## src/rtl/uart_debug_bridge.sv

```systemverilog
// Host command responder: decodes UART command bytes, drives the register-file debug port
// and the CPU halt line, and returns one response byte per valid command.
module uart_debug_bridge #(
    parameter int unsigned TIMEOUT_CYCLES = 1_000_000,
    parameter logic [7:0]  ACK_BYTE       = 8'h06,
    parameter logic [7:0]  NAK_BYTE       = 8'h15,
    parameter logic [7:0]  PING_BYTE      = 8'hA5
) (
    input  logic       i_clk,
    input  logic       i_rst,
    input  logic       i_rx_ready,
    input  logic [7:0] i_rx_data,
    input  logic       i_tx_busy,
    output logic       o_tx_start,
    output logic [7:0] o_tx_data,
    output logic       o_dbg_we,
    output logic [1:0] o_dbg_addr,
    output logic [7:0] o_dbg_wdata,
    input  logic [7:0] i_dbg_rdata,
    output logic       o_cpu_halt,
    output logic       o_overrun
);

    localparam int unsigned CNT_W = (TIMEOUT_CYCLES > 1) ? $clog2(TIMEOUT_CYCLES) : 1;
    localparam logic [CNT_W-1:0] CNT_LAST = CNT_W'(TIMEOUT_CYCLES - 1);

    localparam logic [1:0] OP_PING  = 2'b00;
    localparam logic [1:0] OP_WRITE = 2'b01;
    localparam logic [1:0] OP_READ  = 2'b10;

    typedef enum logic [2:0] {
        S_IDLE,
        S_GET_DATA,
        S_WRITE,
        S_READ,
        S_RESP,
        S_RESP_WAIT
    } state_t;

    state_t           r_state;
    state_t           w_state_nxt;
    logic [CNT_W-1:0] r_cnt;
    logic [CNT_W-1:0] w_cnt_nxt;

    logic       r_tx_start,  w_tx_start_nxt;
    logic [7:0] r_tx_data,   w_tx_data_nxt;
    logic       r_dbg_we,    w_dbg_we_nxt;
    logic [1:0] r_dbg_addr,  w_dbg_addr_nxt;
    logic [7:0] r_dbg_wdata, w_dbg_wdata_nxt;
    logic       r_cpu_halt,  w_cpu_halt_nxt;
    logic       r_overrun,   w_overrun_nxt;

    logic [1:0] w_op;
    logic [1:0] w_arg;
    logic       w_field_ok;
    logic       w_timeout;
    logic       w_accepting;

    assign w_op        = i_rx_data[7:6];
    assign w_arg       = i_rx_data[1:0];
    assign w_field_ok  = (i_rx_data[5:2] == 4'b0000);
    assign w_timeout   = (r_cnt == CNT_LAST);
    assign w_accepting = (r_state == S_IDLE) || (r_state == S_GET_DATA);

    // State register
    always_ff @(posedge i_clk or posedge i_rst) begin
        if (i_rst) begin
            r_state <= S_IDLE;
        end else begin
            r_state <= w_state_nxt;
        end
    end

    // Next-state logic; a data byte arriving on the timeout cycle still wins
    always_comb begin
        w_state_nxt = r_state;
        case (r_state)
            S_IDLE: begin
                if (i_rx_ready) begin
                    if (!w_field_ok) begin
                        w_state_nxt = S_RESP;
                    end else begin
                        case (w_op)
                            OP_WRITE: w_state_nxt = S_GET_DATA;
                            OP_READ:  w_state_nxt = S_READ;
                            default:  w_state_nxt = S_RESP;
                        endcase
                    end
                end
            end
            S_GET_DATA: begin
                if (i_rx_ready) begin
                    w_state_nxt = S_WRITE;
                end else if (w_timeout) begin
                    w_state_nxt = S_IDLE;
                end
            end
            S_WRITE:     w_state_nxt = S_RESP;
            S_READ:      w_state_nxt = S_RESP;
            S_RESP: begin
                if (!i_tx_busy) begin
                    w_state_nxt = S_RESP_WAIT;
                end
            end
            S_RESP_WAIT: begin
                if (i_tx_busy) begin
                    w_state_nxt = S_IDLE;
                end
            end
            default:     w_state_nxt = S_IDLE;
        endcase
    end

    // Next values of the registered outputs and the timeout counter
    always_comb begin
        w_tx_start_nxt  = 1'b0;
        w_dbg_we_nxt    = 1'b0;
        w_tx_data_nxt   = r_tx_data;
        w_dbg_addr_nxt  = r_dbg_addr;
        w_dbg_wdata_nxt = r_dbg_wdata;
        w_cpu_halt_nxt  = r_cpu_halt;
        w_cnt_nxt       = r_cnt;
        w_overrun_nxt   = r_overrun | (i_rx_ready & ~w_accepting);
        case (r_state)
            S_IDLE: begin
                if (i_rx_ready) begin
                    if (!w_field_ok) begin
                        w_tx_data_nxt = NAK_BYTE;
                    end else begin
                        case (w_op)
                            OP_PING: w_tx_data_nxt = PING_BYTE;
                            OP_WRITE: begin
                                w_dbg_addr_nxt = w_arg;
                                w_cnt_nxt      = '0;
                            end
                            OP_READ: w_dbg_addr_nxt = w_arg;
                            default: begin
                                w_cpu_halt_nxt = w_arg[0];
                                w_tx_data_nxt  = ACK_BYTE;
                            end
                        endcase
                    end
                end
            end
            S_GET_DATA: begin
                if (i_rx_ready) begin
                    w_dbg_wdata_nxt = i_rx_data;
                    w_dbg_we_nxt    = 1'b1;
                end else if (!w_timeout) begin
                    w_cnt_nxt = r_cnt + CNT_W'(1);
                end
            end
            S_WRITE: w_tx_data_nxt = ACK_BYTE;
            S_READ:  w_tx_data_nxt = i_dbg_rdata;
            S_RESP: begin
                if (!i_tx_busy) begin
                    w_tx_start_nxt = 1'b1;
                end
            end
            default: ;
        endcase
    end

    // Output and datapath registers
    always_ff @(posedge i_clk or posedge i_rst) begin
        if (i_rst) begin
            r_tx_start  <= 1'b0;
            r_tx_data   <= 8'h00;
            r_dbg_we    <= 1'b0;
            r_dbg_addr  <= 2'b00;
            r_dbg_wdata <= 8'h00;
            r_cpu_halt  <= 1'b0;
            r_overrun   <= 1'b0;
            r_cnt       <= '0;
        end else begin
            r_tx_start  <= w_tx_start_nxt;
            r_tx_data   <= w_tx_data_nxt;
            r_dbg_we    <= w_dbg_we_nxt;
            r_dbg_addr  <= w_dbg_addr_nxt;
            r_dbg_wdata <= w_dbg_wdata_nxt;
            r_cpu_halt  <= w_cpu_halt_nxt;
            r_overrun   <= w_overrun_nxt;
            r_cnt       <= w_cnt_nxt;
        end
    end

    assign o_tx_start  = r_tx_start;
    assign o_tx_data   = r_tx_data;
    assign o_dbg_we    = r_dbg_we;
    assign o_dbg_addr  = r_dbg_addr;
    assign o_dbg_wdata = r_dbg_wdata;
    assign o_cpu_halt  = r_cpu_halt;
    assign o_overrun   = r_overrun;

endmodule

```

## config.mk

```make
export PLATFORM = sky130hd
export DESIGN_NAME = uart_debug_bridge
export DESIGN_NICKNAME = d
export VERILOG_FILES = /design/src/rtl/uart_debug_bridge.sv
export SDC_FILE = /design/constraint.sdc
export NUM_CORES = 1
export LEC_CHECK = 0
export ABC_AREA = 1
export ABC_CLOCK_PERIOD_IN_PS = 3800
export CORE_MARGIN = 4
export CORE_UTILIZATION = 35
export CTS_BUF_LIST = sky130_fd_sc_hd__clkbuf_8
export DETAILED_ROUTE_END_ITERATION = 8
export PLACE_DENSITY = 0.66
export SLEW_MARGIN = 20
export SYNTH_ARGS = -nofsm -noshare
export SYNTH_HDL_FRONTEND = slang
export SYNTH_SLANG_ARGS = --single-unit
export TNS_END_PERCENT = 50
```

## constraint.sdc

```tcl
create_clock -name i_clk -period 3.8 [get_ports i_clk]
set_clock_uncertainty 0.1 [all_clocks]
set_input_delay 0.38 -clock i_clk [delete_from_list [all_inputs] [get_ports i_clk]]
set_output_delay 0.38 -clock i_clk [all_outputs]
set_load 0.01 [all_outputs]
```

==> flow_summary.json <==
{
  "ys_seq_area_share_pct": 42.21,
  "coreArea_um2": 7331,
  "crit_family": "simple AND/OR/NAND/NOR gates",
  "ys_seq_elements": 45,
  "multi_input_area_um2": 1345,
  "worstSetupPathType": "in2reg",
  "seqPwrFrac_pct": 42.0,
  "grt_pass1_vias": 2425,
  "fin_nets": 436,
  "hold_depth": 2,
  "synthesis.nets": 395,
  "critPathArrivalTime_ns": 2.36,
  "grt-ovfl-total": 0,
  "clock-sinks": 45,
  "met2_length_um": 2815,
  "cpMostUsedCell": "nand2_1",
  "fin_crit_sh_pct": 58.16,
  "worst_pin_slew_ns": 0.8449,
  "switchingPower_mw": 0.5876,
  "cts_buffers": 5,
  "rsz0062_at_grt": "no",
  "ctsResizeCount": 0,
  "required_ns": 3.94,
  "hpwl_um": 4563,
  "synth_commonest_cells": "130 x nand2_1, 48 x nand3_1, 45 x dfrtp_1",
  "pwr-share-comb_pct": 34.6,
  "rrSetupSlack_ns": 1.61,
  "io_pins": 42,
  "crit_slowest_cell": "nand3_1",
  "synth_cell_types": 23,
  "finalWirelength_um": 6291,
  "synth_warnings": 0,
  "cp.depth": 8,
  "syn_inst": 370,
  "drtPass1Iterations": 4,
  "synthFlopType": "dfrtp_1",
  "htreeDepth": 2,
  "async_reset_ff_share_pct": 100.0,
  "rr_worst_depth": 7,
  "tritoncts": "built",
  "startpoint_type": "input pin",
  "holdWs_ns": 0.3817,
  "ctsHoldBuffers": 0,
  "rr_endpoint": "r_cnt[13]",
  "synth_area_leaders": "dfrtp_1 42%, nand2_1 18%, nand3_1 9.0%, nor2_1 5.2%, inv_1 4.8%",
  "tns_ns": 0,
  "min_path_type": "reg2reg",
  "vdd_drop_max_uv": 246.0,
  "grt_max_degree": 46,
  "cts_root_buf": "clkbuf_8",
  "top_layer_used": "met4",
  "wl_met3_um": 456,
  "drtAntennaViolNets": 0,
  "grtUsageTotal_pct": 15.09,
  "die_area_um2": 9082,
  "synth.most_common_cell": "nand2_1",
  "syn_area_per_cell_um2": 7.210,
  "cp-startpoint": "i_rx_data[5]",
  "reg2reg_from": "r_state[0]",
  "end_kind": "flop",
  "syn2layout_area_growth_pct": 22.23,
  "die-width_um": 95.30,
  "route.detailed.drc": 0,
  "worstHoldStart": "o_tx_data[3]",
  "finalCriticalPeriod_ns": 2.210,
  "synth_area_leader_cell": "dfrtp_1",
  "antennaDiodeCount": 0,
  "setup_viol": 0,
  "synth_edf_count": 0,
  "portBuffers": 41,
  "worst-path-max-fanout": 21,
  "std_cell_rows": 31,
  "finalHoldViolations": 0,
  "swShare_pct": 36.36,
  "drtIter0Drc": 146,
  "max_stage_delay_ns": 0.61,
  "cts_setup_buffers": 0,
  "insertion_delay_ns": 0.31,
  "fmax_ghz": 0.4524,
  "wl_met1_um": 2930,
  "power_density_nw_per_um2": 495.6,
  "hold_end": "o_tx_data[3]",
  "maxCapViolCount": 0,
  "final.fill_count": 726,
  "power.leakage_nw": 1.541,
  "clk_pin_slew_ns": 0.10,
  "power.internal_mw": 1.028,
  "regArea_um2": 1126,
  "dr_total_vias": 2457,
  "antenna_found_initial": 0,
  "grt_pass1_wl_um": 11020,
  "relSlewSlack_pct": 43.51,
  "clock_power_share_pct": 23.4,
  "start_util_pct": 36.39,
  "place_congestion": 0.8509,
  "vias_per_cell": 4.808,
  "clk_path_buf_depth": 2,
  "path_cells": "clkdlybuf4s50_1 > inv_1 > nand4_1 > nor2_4 > nand3_1 > nand2_1 > nand2_1 > nand2_1",
  "cp_num_buf_inv": 2,
  "status": "complete, no violations",
  "wl_per_cell_um": 12.31,
  "die_h_um": 95.30,
  "post_route_cells_drive_above_1_share_pct": 8.738,
  "maxSlewViolCount": 0,
  "synth_top_area_share_pct": 42.21,
  "synth_area_um2": 2668
}
power by group through the flow:
stage | sequential (mW) | clock, mW | combinational [mW]
6_report | 0.679 | 0.378 | 0.559
5_1_grt | 0.699 | 0.405 | 0.635
4_1_cts | 0.679 | 0.385 | 0.567
3_5_place_dp | 0.682 | 0 | 0.566
3_3_place_gp | 0.685 | 0 | 0.556
2_1_floorplan | 0.694 | 0 | 0.322
layout make-up:
class	instances	share of cell area (%)
Clock inverter	3	1.305
Clock buffer	5	2.111
Timing Repair Buffer	41	12.59
Sequential cell	45	34.54
Tap cell	99	3.799
Multi-Input combinational cell	280	41.25
Inverter	38	4.413
worst max path at each step:
stage	endpoint	slack, ns
floorplan	o_cpu_halt	2.26
global placement	r_cnt[13]	1.32
detailed placement	r_cnt[13]	1.26
CTS	r_cnt[13]	1.58
global route	r_cnt[13]	1.48
finish	r_cnt[13]	1.59
flip-flops by register name (all words and copies together) (netlist names):
register	flops
o_dbg_addr	2
r_cnt	20
o_tx_data	8
o_dbg_wdata	8
o_tx_start	1
o_overrun	1
o_cpu_halt	1
o_dbg_we	1
r_state	3
through the flow:
step	total power [mW]	util [%]	instances	setup slack, ns	cell area [um^2]
finish	1.616	44.48	511	1.590	3261
floorplan	1.016	-	370	2.261	2668
global placement	1.241	42.94	503	1.322	3148
global route	1.739	44.48	511	1.477	3261
detailed placement	1.249	42.94	503	1.258	3148
CTS	1.631	44.46	511	1.579	3259
worst min-delay path, cell delays in order (launching register included):
cell     delay, ns
dfrtp_1       0.36
nand2_1       0.05
nand2_1       0.04
kinds of logic (layout without fill, tap and decap cells):
family,after synthesis,after routing,share of synthesized area [%]
xor+xnor,7,7,2.298
flops,45,45,42.21
fa+ha+maj,5,5,2.345
buf+inv,45,87,7.364
compound gates,19,19,3.658
simple gates,249,249,42.12
metal layers:
metal | track usage [%] | up-vias
met3 | 4.578 | 11
met4 | 4.207 | 0
li1 | - | 1248
met1 | 19.36 | 1128
met2 | 24.55 | 70
met5 | 0 | -
cells in the final DEF, fill, tap and decap left out, types with 6 or more instances in the layout:
master,count
nand4_1,9
nor2_4,6
inv_1,34
o21ai_1,9
nand2_1,130
nand2_2,6
nor2_2,8
clkdlybuf4s50_1,41
nor2_1,37
dfrtp_1,45
o21ai_0,6
nand3_1,48
(Power assumes the default switching activity.)
